<file path="src/rtl/acc_src_select.sv">
// acc_src_select: registered accumulator source select.
// Captures one of NUM_INPUTS sources into the accumulator on a load request.
// A load on a source that is not yet valid parks in WAIT until the source
// becomes valid or TIMEOUT cycles pass.
//
// Ports:
//   clk, reset    rising-edge clock, synchronous active-high reset
//   src_bus       flattened sources; source i = [i*DATA_WIDTH +: DATA_WIDTH]
//   src_valid     per-source valid
//   sel, load     source index and load request (sampled in IDLE only)
//   clear_error   clears the sticky error state
//   acc_out       accumulator register; acc_zero/acc_neg are derived from it
//   busy          high in WAIT
//   done          one-cycle pulse after a capture
//   sel_error     sticky error flag; err_code holds the first error
//                 (01 bad select, 10 timeout)
module acc_src_select #(
  parameter int unsigned DATA_WIDTH = 11,
  parameter int unsigned NUM_INPUTS = 4,
  parameter int unsigned SEL_WIDTH  = $clog2(NUM_INPUTS),
  parameter int unsigned TIMEOUT    = 15
) (
  input  logic                             clk,
  input  logic                             reset,
  input  logic [NUM_INPUTS*DATA_WIDTH-1:0] src_bus,
  input  logic [NUM_INPUTS-1:0]            src_valid,
  input  logic [SEL_WIDTH-1:0]             sel,
  input  logic                             load,
  input  logic                             clear_error,
  output logic [DATA_WIDTH-1:0]            acc_out,
  output logic                             acc_zero,
  output logic                             acc_neg,
  output logic                             busy,
  output logic                             done,
  output logic                             sel_error,
  output logic [1:0]                       err_code
);

  localparam logic [SEL_WIDTH:0] NumInputsExt = (SEL_WIDTH + 1)'(NUM_INPUTS);
  localparam logic [7:0]         TimeoutCnt   = 8'(TIMEOUT);

  localparam logic [1:0] ErrNone    = 2'b00;
  localparam logic [1:0] ErrBadSel  = 2'b01;
  localparam logic [1:0] ErrTimeout = 2'b10;

  typedef enum logic [1:0] {StIdle, StWait, StDone} state_e;

  state_e                 state_q, state_d;
  logic [DATA_WIDTH-1:0]  acc_q, acc_d;
  logic [SEL_WIDTH-1:0]   sel_q, sel_d;
  logic [7:0]             cnt_q, cnt_d;
  logic                   err_q, err_d;
  logic [1:0]             code_q, code_d;

  logic [SEL_WIDTH-1:0]   idx;
  logic [DATA_WIDTH-1:0]  idx_data;
  logic                   idx_valid;
  logic                   sel_bad;
  logic [7:0]             cnt_inc;
  logic                   new_err;
  logic [1:0]             new_code;

  // In WAIT the live sel input is ignored; only the latched index matters.
  assign idx     = (state_q == StWait) ? sel_q : sel;
  assign sel_bad = {1'b0, sel} >= NumInputsExt;
  assign cnt_inc = cnt_q + 8'd1;

  // Loop-based mux so an out-of-range index never slices past the bus.
  always_comb begin
    idx_data  = '0;
    idx_valid = 1'b0;
    for (int i = 0; i < int'(NUM_INPUTS); i++) begin
      if (idx == SEL_WIDTH'(i)) begin
        idx_data  = src_bus[i*DATA_WIDTH +: DATA_WIDTH];
        idx_valid = src_valid[i];
      end
    end
  end

  always_comb begin
    state_d  = state_q;
    acc_d    = acc_q;
    sel_d    = sel_q;
    cnt_d    = cnt_q;
    new_err  = 1'b0;
    new_code = ErrNone;
    case (state_q)
      StIdle: begin
        if (load) begin
          if (sel_bad) begin
            new_err  = 1'b1;
            new_code = ErrBadSel;
          end else if (idx_valid) begin
            acc_d   = idx_data;
            state_d = StDone;
          end else begin
            sel_d   = sel;
            cnt_d   = '0;
            state_d = StWait;
          end
        end
      end
      StWait: begin
        if (idx_valid) begin
          acc_d   = idx_data;
          state_d = StDone;
        end else if (cnt_inc == TimeoutCnt) begin
          // TIMEOUT cycles spent in WAIT with no valid: abort, no capture.
          cnt_d    = '0;
          state_d  = StIdle;
          new_err  = 1'b1;
          new_code = ErrTimeout;
        end else begin
          cnt_d = cnt_inc;
        end
      end
      StDone:  state_d = StIdle;
      default: state_d = StIdle;
    endcase
  end

  // A new error beats a simultaneous clear; otherwise the first error is kept.
  always_comb begin
    err_d  = err_q;
    code_d = code_q;
    if (new_err) begin
      err_d  = 1'b1;
      code_d = (code_q == ErrNone || clear_error) ? new_code : code_q;
    end else if (clear_error) begin
      err_d  = 1'b0;
      code_d = ErrNone;
    end
  end

  always_ff @(posedge clk) begin
    if (reset) begin
      state_q <= StIdle;
      acc_q   <= '0;
      sel_q   <= '0;
      cnt_q   <= '0;
      err_q   <= 1'b0;
      code_q  <= ErrNone;
    end else begin
      state_q <= state_d;
      acc_q   <= acc_d;
      sel_q   <= sel_d;
      cnt_q   <= cnt_d;
      err_q   <= err_d;
      code_q  <= code_d;
    end
  end

  assign acc_out   = acc_q;
  assign acc_zero  = (acc_q == '0);
  assign acc_neg   = acc_q[DATA_WIDTH-1];
  assign busy      = (state_q == StWait);
  assign done      = (state_q == StDone);
  assign sel_error = err_q;
  assign err_code  = code_q;

endmodule

</file>
<file path="config.mk">
export PLATFORM = sky130hd
export DESIGN_NAME = acc_src_select
export DESIGN_NICKNAME = d
export VERILOG_FILES = /design/src/rtl/acc_src_select.sv
export SDC_FILE = /design/constraint.sdc
export NUM_CORES = 1
export LEC_CHECK = 0
export BUFFER_PORTS_ARGS = -buffer_cell sky130_fd_sc_hd__buf_2
export CAP_MARGIN = 0
export CORE_MARGIN = 2
export CORE_UTILIZATION = 49
export CTS_CLUSTER_DIAMETER = 40
export CTS_CLUSTER_SIZE = 40
export DETAILED_ROUTE_END_ITERATION = 16
export PLACE_DENSITY = 0.85
export SLEW_MARGIN = 40
export SYNTH_ARGS = -nofsm -noshare
export SYNTH_HDL_FRONTEND = slang
export SYNTH_SLANG_ARGS = --single-unit
</file>
<file path="constraint.sdc">
create_clock -name clk -period 3.8 [get_ports clk]
set_input_delay 1.14 -clock clk [delete_from_list [all_inputs] [get_ports clk]]
set_output_delay 1.14 -clock clk [all_outputs]
set_load 0.01 [all_outputs]
</file>
# After elaboration in Yosys (flattened, before gate mapping)

Cells that the tools add are included.

$add $sub $neg: 1
Muxes and demuxes: 33
Equality and inequality tests: 11
Reductions and logical operators: 12
Bitwise logic cells: 1

Operators by type and width:

| operator              | count |
|---|---|
| $mux W11              | 6 |
| $mux W8               | 4 |
| $mux W2               | 11 |
| $pmux W11 S2          | 1 |
| $pmux W8 S2           | 1 |
| $logic_not A11 Y1     | 1 |
| $mux W1               | 9 |
| $add A8 B1 Y8 const B | 1 |
| $eq A8 B4 Y1 const B  | 1 |
| $eq A2 B2 Y1 const B  | 3 |
| $logic_not A2 Y1      | 3 |
| $ne A2 B2 Y1 const B  | 3 |
| $reduce_and A2 Y1     | 3 |
| $eq A2 B1 Y1 const B  | 2 |
| $pmux W2 S2           | 1 |
| $reduce_and A4 Y1     | 1 |
| $reduce_bool A2 Y1    | 2 |
| $ne A3 B1 Y1 const B  | 1 |
| $reduce_and A3 Y1     | 1 |
| $ne A2 B1 Y1 const B  | 1 |
| $logic_or A1 B1 Y1    | 1 |
| $not A1 Y1            | 1 |

Output and inout bits: 18
Logic and storage cells: 64
Flip-flop bits (word level): 26

# Logic depth before layout (Yosys ltp)

Word-level depth: 11
Depth in mapped cells: 7
Gate-level depth less buffers: 7

# Least setup slack after synthesis

OpenSTA, ideal clock, no wires.

Path type: input to register
Start: in sel[0]
End: reg acc_q[1], in the netlist acc_out[1]
Slack: 1.189 ns
Cell stages on the path: 5
Setup time: 0.117 ns
Data arrival time: 2.494 ns
Path buffers: 1
Path through: mux2i_4 mux4_2 nor3b_2 buf_4 a22o_1

Word-level cells in the longest chain between the ends: 9
Elaborated cells between the ends (all ways): 16
Those cells by class: eq/ne (3); mux (12); reduce/logical (1)

Ends and longest elaborated chain:

| what                                             | RTL line | source |
|---|---|---|
| start, declared                                  | 27       | `input logic [SEL_WIDTH-1:0] sel,` |
| $mux W2 (*)                                      | 64       | `assign idx = (state_q == StWait) ? sel_q : sel;` |
| $logic_not A2 Y1                                 | 73       | `if (idx == SEL_WIDTH'(i)) begin` |
| $mux W11 or $mux W1 (tied branches) (4 in a row) | 73       |  |
| $mux W11 (*)                                     | 93, 104  |  |
| $mux W11                                         | 89       | `if (load) begin` |
| $pmux W11 S2 (*)                                 | 87       | `case (state_q)` |
| end signal, assigned                             | 138      | `acc_q <= '0;` |
| end signal, assigned                             | 145      | `acc_q <= acc_d;` |
| end, declared                                    | 49       | `logic [DATA_WIDTH-1:0] acc_q, acc_d;` |

Mark *: on every way between the ends. The rest lies on a longest branch, timed or not. The select of a mux whose other input is x is not followed.
A chain may end at the register's enable or synchronous reset.

# Worst setup path in the final report

Start: in sel[0]
End: reg cnt_q[3]

Word-level cells in the longest chain between the ends: 8
Elaborated cells between the ends (all ways): 12
Those cells by class: eq/ne (5); mux (5); reduce/logical (2)

Ends and longest elaborated chain:

| what                                   | RTL line | source |
|---|---|---|
| $mux W2 (*)                            | 64       |  |
| $logic_not A2 Y1                       | 73       |  |
| $mux W1 (3 in a row)                   | 73       |  |
| $mux W1 (*)                            | 73       |  |
| $ne A2 B2 Y1 (no source line)          | --       |  |
| $reduce_and A4 Y1 (no source line) (*) | --       |  |
| end signal, assigned                   | 147      | `cnt_q <= cnt_d;` |
| end, declared                          | 51       | `logic [7:0] cnt_q, cnt_d;` |

Mark *: on every way between the ends. The rest lies on a longest branch, timed or not.

==> impl_metrics.py <==
metrics = {
    "die": {
        "fp.dieH_um": 58.6,
        "die_w_um": 58.6,
        "std_cell_rows": 19,
        "core_area_um2": 2780,
        "io_pins": 72,
        "start_util": 0.525,
        "die_area_um2": 3430,
    },
    "placement": {
        "place_ws_ns": 0.476,
        "dp.cells": 233,
        "place_hpwl_um": 3020,
        "gp_congestion": 0.820,
        "portBuffers": 70,
    },
    "route": {
        "viasPerCell": 5.97,
        "wl_per_cell_um": 15.7,
        "drtPass1Iterations": 4,
        "route.detailed.drc": 0,
        "detail-route-antenna-nets": 0,
        "first_iter_violations": 46,
        "drt_wl_total_um": 3740,
        "vias": 1420,
    },
    "timing": {
        "rsz0062_at_grt": "false",
        "timing.fmax_mhz": 356,
        "period_needed_ns": 2.81,
        "finalMaxSlewViolations": 0,
        "timing.final.crit_share": 0.739,
        "worstMarginPinSlew_ns": 0.720,
        "final-hold-violation-count": 0,
        "fin_skew_ns": 0.00298,
        "relSlewSlack": 0.518,
        "setup_viol": 0,
        "fin_tns_setup_ns": 0,
        "hold_slack_ns": 0.487,
        "worst_slack_ns": 0.991,
    },
    "finish": {
        "layout.cells.non_filler": 238,
        "diodes": 0,
        "register_area_um2": 500,
        "multi_input_area_um2": 887,
        "nets": 264,
        "syn2layout_area_growth_pct": 28.0,
        "fillerInstances": 212,
        "layout-drive-gt1-share": 0.473,
    },
    "synthesis": {
        "yosysSeqAreaShare": 0.343,
        "ys_ff_latch": 25,
        "ys_warn_count": 0,
        "synth_area_leaders": "dfxtp_1, mux4_2, a22o_1, mux2i_1, nand2b_1",
        "synth_edf_count": 0,
        "synth_fp_nets": 194,
        "synth_top_area_frac": 0.343,
        "syn_area_per_cell_um2": 10.6,
        "synth.distinct_cells": 40,
        "synth_area_leader_cell": "dfxtp_1",
        "ys_async_sr_fraction": 0,
        "synth_cells": 138,
        "netlist_area_um2": 1460,
        "ys.flop_type": "dfxtp_1",
    },
    "clocking": {
        "clk_latency_ns": 0.33,
        "ctsHoldBuffers": 0,
        "cts_root_buffer": "clkbuf_4",
        "htreeDepth": 1,
        "cts.path.max_buffers": 2,
        "cts_sinks": 25,
        "post_cts_resize_count": 0,
        "cts.reportedPaths.clkPinSlew_ns": 0.14,
        "cts_buffers": 3,
        "post-cts-setup-buffer-count": 0,
        "tritoncts": "done",
    },
    "power_and_ir_drop": {
        "leakagePower_nw": 0.831,
        "powerDensity_nw_per_um2": 323,
        "peakVddDrop_uv": 247,
        "p_total_w": 0.000604,
    },
    "worst_setup_path": {
        "worst-setup-path-type": "in -> reg",
        "critPathTopFamily": "multiplexers",
        "path_buf_inv": 2,
        "required_ns": 4.00,
        "cp_max_fo": 11,
        "cpPeakStageDelay_ns": 0.60,
        "critPathArrivalTime_ns": 3.01,
        "setup.worst_path.end_class": "register",
        "critPathSlowestCell": "mux4_2",
        "cp-start-kind": "primary input",
        "crit_chain": "buf_2 > mux2i_4 > buf_6 > mux4_2 > o21bai_1 > o221ai_1",
    },
    "status": {
        "status": "completed",
    },
    "grt": {
        "grt_overflow": 0,
        "antenna_found_initial": 0,
        "grt_start_max_net_pins": 16,
        "track_usage": 0.229,
        "grt_pass1_vias": 1456,
        "grt_pass1_wl_um": 5980,
    },
    "worst_hold_path": {
        "hold_path.class": "reg -> reg",
    },
    "run": {
        "maxCapViolations": 0,
    },
}
cell usage after synthesis (4+ instances only):
cell      instances
inv_1             9
a31oi_1           5
a22o_1           11
dfxtp_1          25
nand3_1           5
a21oi_1           5
mux2i_1           4
mux4_2           12
nand2_1           7
nand2b_1          6
routing by layer:
metal / GRT usage / part of all wire / vias to the layer above
met5: 0 / 0 / -
met4: 0.123 / 0.019 / 0
met3: 0.0418 / 0.060 / 7
met2: 0.413 / 0.52 / 61
met1: 0.255 / 0.40 / 681
li1: - / - / 671
stage by stage:
stage                     utilization  cell area [um^2]
after floorplan                     -              1460
after global placement          0.654              1820
after detailed placement        0.656              1830
after CTS                       0.667              1860
after global routing            0.671              1870
final                           0.671              1870
placed cells by master (no fill, tap or decap), types with 4 or more instances in the layout:
cell type	instances
inv_1	9
mux2i_1	4
a21oi_1	5
dfxtp_1	25
nand3_1	5
nand2_1	7
mux4_2	12
a22o_1	11
a31oi_1	5
buf_2	70
nand2b_1	6
tightest hold or removal path, stage by stage, from the launching register on:
cell and delay (ns):
dfxtp_1 0.34, nand2b_1 0.06, a21oi_1 0.06
logic make-up (layout without fill, tap and decap cells):
family                     Yosys count  after routing  synth area share
and+or+nand+nor                     38             38             0.162
muxes                               18             18             0.236
other                                1              1           0.00257
buffers and inverters               17             86            0.0532
adders and majority gates            2              2            0.0171
AOI/OAI and AO/OA                   36             36             0.180
xor gates and xnor gates             1              1           0.00600
DFF                                 25             25             0.343
report_power, final:
part           switching [W]  leakage [nW]  internal, W  total [W]
clock              0.0000837        0.0139    0.0000403   0.000124
sequential         0.0000167         0.203     0.000280   0.000296
combinational      0.0000835         0.614    0.0000995   0.000183
path summary, 6_finish.rpt:
path | start | end | slack (ns) | cells after the start
worst min register to register | sel_error$_SDFFE_PP0P_ | sel_error$_SDFFE_PP0P_ | 0.49 | 2
worst max register to register | state_q[1]$_SDFFE_PP0P_ | cnt_q[3]$_SDFFE_PP0P_ | 1.24 | 6
worst min-delay path | sel_error$_SDFFE_PP0P_ | sel_error$_SDFFE_PP0P_ | 0.49 | 2
worst max-delay path | sel[0] | cnt_q[3]$_SDFFE_PP0P_ | 0.99 | 6
cell type report:
type | instances | share of cell area
Inverter | 9 | 0.0181
Multi-Input combinational cell | 96 | 0.475
Timing Repair Buffer | 73 | 0.202
Sequential cell | 25 | 0.268
Clock buffer | 3 | 0.0121
Clock inverter | 1 | 0.00402
Tap cell | 31 | 0.0208
state kept, by name, summed over array words and instances (netlist names):
register,flops
state_q,2
acc_out,11
sel_error,1
sel_q,2
cnt_q,8
err_code,1
No activity file was read; power rests on OpenSTA's default activity.
